--- src/rtl/alu_pipe.sv ---
// alu_pipe: operand-handshake ALU with one-cycle result latency and a missing-operand timeout.
// Macro ALU_PIPE_MUL_EN enables the 2-stage multiplier for arithmetic CMD 9/10.
module alu_pipe #(
  parameter int WIDTH   = 8,
  parameter int TIMEOUT = 16
) (
  input  logic               CLK,
  input  logic               RST,
  input  logic               CE,
  input  logic               MODE,
  input  logic [3:0]         CMD,
  input  logic [1:0]         INP_VALID,
  input  logic [WIDTH-1:0]   OPA,
  input  logic [WIDTH-1:0]   OPB,
  input  logic               CIN,
  output logic [2*WIDTH-1:0] RES,
  output logic               RES_VALID,
  output logic               COUT,
  output logic               OFLOW,
  output logic               ERR,
  output logic               G,
  output logic               L,
  output logic               E
);
  localparam int SH = $clog2(WIDTH);
  localparam int CW = $clog2(TIMEOUT);
`ifdef ALU_PIPE_MUL_EN
  localparam bit MUL_EN = 1'b1;
`else
  localparam bit MUL_EN = 1'b0;
`endif

  typedef enum logic [1:0] {S_IDLE, S_WAIT, S_EXEC, S_MUL} state_t;
  state_t r_state, w_state_next;

  logic               r_mode, r_cin;
  logic [3:0]         r_cmd;
  logic [WIDTH-1:0]   r_opa, r_opb;
  logic [1:0]         r_have;
  logic [CW-1:0]      r_cnt;
  logic [2*WIDTH-1:0] r_res;
  logic               r_res_valid, r_cout, r_oflow, r_err, r_g, r_l, r_e;

  // Returns {legal, need[1:0]}; need bit0 = OPA, bit1 = OPB.
  function automatic logic [2:0] f_decode(input logic mode, input logic [3:0] cmd);
    logic [1:0] need;
    logic       legal;
    need  = 2'b11;
    legal = 1'b1;
    if (mode) begin
      case (cmd)
        4'd0, 4'd1, 4'd2, 4'd3, 4'd8: need = 2'b11;
        4'd4, 4'd5:                   need = 2'b01;
        4'd6, 4'd7:                   need = 2'b10;
        4'd9, 4'd10:                  legal = MUL_EN;
        default:                      legal = 1'b0;
      endcase
    end else begin
      case (cmd)
        4'd0, 4'd1, 4'd2, 4'd3, 4'd4, 4'd5, 4'd12, 4'd13: need = 2'b11;
        4'd6, 4'd8, 4'd9:                                 need = 2'b01;
        4'd7, 4'd10, 4'd11:                               need = 2'b10;
        default:                                          legal = 1'b0;
      endcase
    end
    return {legal, need};
  endfunction

  function automatic logic f_is_mul(input logic mode, input logic [3:0] cmd);
    return MUL_EN && mode && (cmd == 4'd9 || cmd == 4'd10);
  endfunction

  logic [2:0] w_dec_in, w_dec_lat;
  logic [1:0] w_missing;
  logic       w_is_mul, w_accept, w_park, w_fill, w_timeout;

  assign w_dec_in  = f_decode(MODE, CMD);
  assign w_dec_lat = f_decode(r_mode, r_cmd);
  assign w_is_mul  = f_is_mul(r_mode, r_cmd);
  assign w_missing = w_dec_lat[1:0] & ~r_have;
  assign w_fill    = (r_state == S_WAIT) && ((INP_VALID & w_missing) == w_missing);
  assign w_timeout = (r_state == S_WAIT) && !w_fill && (r_cnt == CW'(TIMEOUT - 1));

  // Illegal commands are accepted on any valid bit so they report ERR promptly.
  always_comb begin
    w_accept = 1'b0;
    w_park   = 1'b0;
    if (r_state == S_IDLE) begin
      if (!w_dec_in[2])                                       w_accept = |INP_VALID;
      else if ((INP_VALID & w_dec_in[1:0]) == w_dec_in[1:0])  w_accept = 1'b1;
      else if (w_dec_in[1:0] == 2'b11 && |INP_VALID)          w_park   = 1'b1;
    end
  end

  always_ff @(posedge CLK) begin
    if (RST)     r_state <= S_IDLE;
    else if (CE) r_state <= w_state_next;
  end

  always_comb begin
    w_state_next = r_state;
    case (r_state)
      S_IDLE: begin
        if (w_accept)    w_state_next = S_EXEC;
        else if (w_park) w_state_next = S_WAIT;
      end
      S_WAIT: begin
        if (w_fill)         w_state_next = S_EXEC;
        else if (w_timeout) w_state_next = S_IDLE;
      end
      S_EXEC:  w_state_next = w_is_mul ? S_MUL : S_IDLE;
      default: w_state_next = S_IDLE;
    endcase
  end

  always_ff @(posedge CLK) begin
    if (RST) begin
      r_mode <= 1'b0;
      r_cmd  <= '0;
      r_cin  <= 1'b0;
      r_opa  <= '0;
      r_opb  <= '0;
      r_have <= '0;
      r_cnt  <= '0;
    end else if (CE) begin
      if (w_accept || w_park) begin
        r_mode <= MODE;
        r_cmd  <= CMD;
        r_cin  <= CIN;
        r_have <= INP_VALID;
        r_cnt  <= '0;
        if (INP_VALID[0]) r_opa <= OPA;
        if (INP_VALID[1]) r_opb <= OPB;
      end else if (r_state == S_WAIT) begin
        if (w_fill) begin
          if (w_missing[0]) r_opa <= OPA;
          if (w_missing[1]) r_opb <= OPB;
          r_have <= 2'b11;
        end else begin
          r_cnt <= r_cnt + CW'(1);
        end
      end
    end
  end

  logic [WIDTH:0]     w_ea, w_eb, w_cin_x, w_sum;
  logic [WIDTH-1:0]   w_log, w_rol, w_ror;
  logic [SH-1:0]      w_amt;
  logic [2*WIDTH-1:0] w_res;
  logic               w_cout, w_oflow, w_err, w_g, w_l, w_e;

  assign w_ea    = {1'b0, r_opa};
  assign w_eb    = {1'b0, r_opb};
  assign w_cin_x = {{WIDTH{1'b0}}, r_cin};
  assign w_amt   = SH'(r_opb[SH-1:0] % WIDTH);
  assign w_rol   = (r_opa << w_amt) | (r_opa >> (WIDTH - int'(w_amt)));
  assign w_ror   = (r_opa >> w_amt) | (r_opa << (WIDTH - int'(w_amt)));

  // Bit WIDTH of w_sum is the carry for additions and the borrow for subtractions.
  always_comb begin
    w_sum   = '0;
    w_log   = '0;
    w_res   = '0;
    w_cout  = 1'b0;
    w_oflow = 1'b0;
    w_err   = 1'b0;
    w_g     = 1'b0;
    w_l     = 1'b0;
    w_e     = 1'b0;
    if (!w_dec_lat[2]) begin
      w_err = 1'b1;
    end else if (r_mode) begin
      case (r_cmd)
        4'd0: begin w_sum = w_ea + w_eb;                w_cout  = w_sum[WIDTH]; end
        4'd1: begin w_sum = w_ea - w_eb;                w_oflow = w_sum[WIDTH]; end
        4'd2: begin w_sum = w_ea + w_eb + w_cin_x;      w_cout  = w_sum[WIDTH]; end
        4'd3: begin w_sum = w_ea - w_eb - w_cin_x;      w_oflow = w_sum[WIDTH]; end
        4'd4: begin w_sum = w_ea + (WIDTH+1)'(1);       w_cout  = w_sum[WIDTH]; end
        4'd5: begin w_sum = w_ea - (WIDTH+1)'(1);       w_oflow = w_sum[WIDTH]; end
        4'd6: begin w_sum = w_eb + (WIDTH+1)'(1);       w_cout  = w_sum[WIDTH]; end
        4'd7: begin w_sum = w_eb - (WIDTH+1)'(1);       w_oflow = w_sum[WIDTH]; end
        4'd8: begin
          w_g = r_opa > r_opb;
          w_l = r_opa < r_opb;
          w_e = r_opa == r_opb;
        end
        default: ;
      endcase
      w_res = {{(WIDTH-1){1'b0}}, w_sum};
    end else begin
      case (r_cmd)
        4'd0:    w_log = r_opa & r_opb;
        4'd1:    w_log = ~(r_opa & r_opb);
        4'd2:    w_log = r_opa | r_opb;
        4'd3:    w_log = ~(r_opa | r_opb);
        4'd4:    w_log = r_opa ^ r_opb;
        4'd5:    w_log = ~(r_opa ^ r_opb);
        4'd6:    w_log = ~r_opa;
        4'd7:    w_log = ~r_opb;
        4'd8:    w_log = r_opa >> 1;
        4'd9:    w_log = r_opa << 1;
        4'd10:   w_log = r_opb >> 1;
        4'd11:   w_log = r_opb << 1;
        4'd12:   w_log = w_rol;
        4'd13:   w_log = w_ror;
        default: w_log = '0;
      endcase
      if (r_cmd == 4'd12 || r_cmd == 4'd13) w_err = |(r_opb >> SH);
      w_res = {{WIDTH{1'b0}}, w_log};
    end
  end

`ifdef ALU_PIPE_MUL_EN
  logic [WIDTH:0]     r_mul_a, r_mul_b;
  logic [2*WIDTH-1:0] w_prod;

  assign w_prod = (2*WIDTH)'(r_mul_a) * (2*WIDTH)'(r_mul_b);

  always_ff @(posedge CLK) begin
    if (RST) begin
      r_mul_a <= '0;
      r_mul_b <= '0;
    end else if (CE && r_state == S_EXEC && w_is_mul) begin
      if (r_cmd == 4'd9) begin
        r_mul_a <= w_ea + (WIDTH+1)'(1);
        r_mul_b <= w_eb + (WIDTH+1)'(1);
      end else begin
        r_mul_a <= {r_opa, 1'b0};
        r_mul_b <= w_eb;
      end
    end
  end
`endif

  always_ff @(posedge CLK) begin
    if (RST) begin
      r_res       <= '0;
      r_res_valid <= 1'b0;
      {r_cout, r_oflow, r_err, r_g, r_l, r_e} <= '0;
    end else if (CE) begin
      r_res_valid <= 1'b0;
      if (r_state == S_EXEC && !w_is_mul) begin
        r_res       <= w_res;
        r_res_valid <= 1'b1;
        {r_cout, r_oflow, r_err, r_g, r_l, r_e} <= {w_cout, w_oflow, w_err, w_g, w_l, w_e};
      end else if (w_timeout) begin
        r_res       <= '0;
        r_res_valid <= 1'b1;
        {r_cout, r_oflow, r_err, r_g, r_l, r_e} <= 6'b001000;
      end
`ifdef ALU_PIPE_MUL_EN
      else if (r_state == S_MUL) begin
        r_res       <= w_prod;
        r_res_valid <= 1'b1;
        {r_cout, r_oflow, r_err, r_g, r_l, r_e} <= '0;
      end
`endif
    end
  end

  assign RES       = r_res;
  assign RES_VALID = r_res_valid;
  assign COUT      = r_cout;
  assign OFLOW     = r_oflow;
  assign ERR       = r_err;
  assign G         = r_g;
  assign L         = r_l;
  assign E         = r_e;
endmodule

--- config.mk ---
export PLATFORM = sky130hd
export DESIGN_NAME = alu_pipe
export DESIGN_NICKNAME = d
export VERILOG_FILES = /design/src/rtl/alu_pipe.sv
export SDC_FILE = /design/constraint.sdc
export NUM_CORES = 1
export LEC_CHECK = 0
export CORE_UTILIZATION = 55
export CTS_CLUSTER_DIAMETER = 60
export DETAILED_ROUTE_END_ITERATION = 12
export GPL_TIMING_DRIVEN = 0
export PLACE_DENSITY = 0.78
export SYNTH_ARGS = -nofsm -noshare
export SYNTH_HDL_FRONTEND = slang
export SYNTH_SLANG_ARGS = --single-unit
--- constraint.sdc ---
create_clock -name CLK -period 5.4 [get_ports CLK]
set_input_delay 1.08 -clock CLK [delete_from_list [all_inputs] [get_ports CLK]]
set_output_delay 1.08 -clock CLK [all_outputs]
set_load 0.03 [all_outputs]
==> impl_metrics.tcl <==
set metrics [dict create \
    status "finished clean" \
    antenna_found_initial 0 \
    wl_um 26410 \
    viasPerCell 7.169 \
    finalCritPeriodShare 0.8037 \
    num_io_pins 50 \
    grt_pass1_wl_um 40500 \
    worst_ep_arrival_time_ns 4.55 \
    netlist_instances 862 \
    start_util 0.5658 \
    min_path_type "flop to flop" \
    fmax_ghz 0.2304 \
    cts_hold_buf 0 \
    numPortBuffers 41 \
    critPathKind "flop to flop" \
    required_ns 5.61 \
    slowest_delay_ns 0.53 \
    n_fill_cell 1093 \
    cts.htree.levels 2 \
    drt-initial-drc-count 1074 \
    layout_commonest_cell "nor2_1" \
    setup_tns_ns 0 \
    drc_errors 0 \
    crit_top_cell "clkbuf_1" \
    grt_overflow 0 \
    clk_pin_slew_ns 0.07 \
    synth.area.mux_share 0.1151 \
    synth_top_family_by_area "compound AO/OA/AOI/OAI gates" \
    slew_headroom 0.01739 \
    wl_per_cell_um 24.92 \
    die_width_um 110.6 \
    worst_slack_ns 1.060 \
    synth_compound_area_frac 0.3025 \
    cts_resized 0 \
    synth_ff_type "dfxtp_1" \
    grt_max_degree 15 \
    clock_path_buffers 2 \
    ys_ff_latch 46 \
    rsz0062_at_grt "false" \
    grt_pass1_vias 6887 \
    startpoint_type "flop" \
    vias 7599 \
    insertion_delay_ns 0.29 \
    multi_input_area_sq_um 5110 \
    cts_root_buf "clkbuf_16" \
    ys_warn_count 0 \
    path_delay_family "buffers and inverters" \
    power_density_nw_per_um2 198.8 \
    final_cell_mix "nor2_1, nand2_1, a21oi_1" \
    syn_avg_cell_area_sq_um 7.528 \
    yosysUniqueCellTypes 92 \
    syn2layout_area_growth_pct 11.72 \
    path_buf_inv 6 \
    cp_cell_sequence "buf_2 -> buf_2 -> inv_1 -> ha_1 -> clkbuf_1 -> clkbuf_1 -> clkbuf_1 -> nand2_1 -> o32ai_1 -> o221ai_1 -> a31oi_1 -> o211ai_1 -> a21oi_1" \
    fp.dieH_um 110.6 \
    final_nets 980 \
    synthAdderAreaFrac 0.07366 \
    gp_congestion 1.105 \
    finalSetupViolations 0 \
    place_ws_ns 1.261 \
    cts_buffers 5 \
    row_count 39 \
    irDropWorstVdd_mv 0.1787 \
    maxSlewViolCount 0 \
    cp_max_fo 10 \
    first_pass_iters 5 \
    cts_setup_buffers 0 \
    antenna_left 0 \
    clock-sinks 46 \
    hold_violations 0 \
    antenna_cells 0 \
    synth_xor_area_frac 0.04435 \
    regArea_sq_um 920.9 \
    cp-end-kind "flop" \
    tritoncts "built" \
    worst_slew_pin_slew_ns 1.454 \
    async_flop_share 0 \
    fin_crit_ns 4.340 \
    seq_area_frac_synth 0.1419 \
    cp_slowest_cell "clkbuf_1" \
    drive_gt1_frac 0.09924 \
    hpwl_um 20210 \
    fp.coreArea_sq_um 11470 \
    p_leak_nw 2.624 \
    synth_edf_count 0 \
    synth_area_sq_um 6489 \
    grtUsageTotal 0.4260 \
    skew_ns 0.006237 \
    dieArea_sq_um 12240 \
    drv_cap 0 \
    synthSimpleGateAreaFrac 0.2468 \
]
-- metal layers --
layer | global-route usage | up-vias | routed length, um | share of wire
li1 | - | 3360 | - | -
met1 | 0.6029 | 3557 | 10450 | 0.40
met2 | 0.6128 | 585 | 10760 | 0.41
met3 | 0.07519 | 97 | 3625 | 0.14
met4 | 0.2213 | 0 | 1583 | 0.060
met5 | 0 | - | 0 | 0
-- cell usage after synthesis (all sizes together), types with 11 or more instances --
library cell | number | area share
mux2i | 42 | 0.065
nor3 | 26 | 0.022
o22ai | 20 | 0.019
mux2 | 13 | 0.023
xor2 | 13 | 0.019
inv | 29 | 0.017
a221o | 11 | 0.017
nand2 | 66 | 0.038
a22oi | 12 | 0.014
ha | 35 | 0.067
dfxtp | 46 | 0.14
buf | 34 | 0.033
xnor2 | 19 | 0.026
o211ai | 11 | 0.013
nand3 | 22 | 0.017
nor2b | 12 | 0.012
o21ai | 40 | 0.032
nor2 | 84 | 0.049
clkbuf | 41 | 0.024
nand2b | 14 | 0.013
or3 | 11 | 0.011
a21oi | 50 | 0.040
a211oi | 15 | 0.020
-- logic make-up (layout without fill, tap and decap cells) --
logic type,Yosys count,after routing
flops,46,46
buf+inv,107,156
fa+ha+maj,37,37
mux,63,63
xor+xnor,32,32
compound gates,267,267
simple gates,309,309
other cells,1,7
-- power breakdown --
part           total, mW  switching, mW  internal, mW
sequential         0.384         0.0284         0.356
clock              0.303          0.131         0.172
combinational      0.754          0.481         0.273
total               1.44          0.640         0.800
-- final timing paths --
path         cells after the start                   from  slack (ns)                   to
min                              2         L$_SDFFE_PP0P_        0.45       L$_SDFFE_PP0P_
min reg2reg                      2         L$_SDFFE_PP0P_        0.45       L$_SDFFE_PP0P_
max                             13  r_opb[0]$_SDFFE_PP0P_        1.06  RES[2]$_SDFFE_PP0P_
max reg2reg                     13  r_opb[0]$_SDFFE_PP0P_        1.06  RES[2]$_SDFFE_PP0P_
-- tightest hold or removal path, delay by kind of cell, from the launching register on --
| family | cells | cell delay (ns) |
|---|---|---|
| AO/OA/AOI/OAI | 1 | 0.05 |
| flip-flops | 1 | 0.31 |
| AND/OR/NAND/NOR | 1 | 0.05 |
-- flip-flops by register name (all words and copies together), names as in the netlist, 2 cells and up --
name     count
r_state      2
r_have       2
r_opa        8
r_cnt        4
RES          9
r_cmd        4
r_opb        8
-- metrics by stage --
| stage | instance area (sq um) | instances | hold WS [ns] | power (mW) | util |
|---|---|---|---|---|---|
| floorplan | 6511 | 868 | 0.4651 | 0.8942 | - |
| global placement | 7101 | 1052 | 0.4413 | 1.105 | 0.6192 |
| detailed placement | 7107 | 1052 | 0.4437 | 1.108 | 0.6197 |
| CTS | 7249 | 1060 | 0.4528 | 1.410 | 0.6322 |
| global route | 7249 | 1060 | 0.4795 | 1.504 | 0.6322 |
| finish | 7249 | 1060 | 0.4490 | 1.441 | 0.6322 |
-- area by class of cell --
class                   count  area share
well taps                 143     0.02468
plain buffers              75     0.05057
clock buffers               6     0.01778
flip-flops and latches     46      0.1270
inverters                  32     0.01657
repair buffers             41     0.05661
clock inverters             2    0.001899
multi-input cells         715      0.7049
Note: power is estimated with default switching activity, not from simulation.
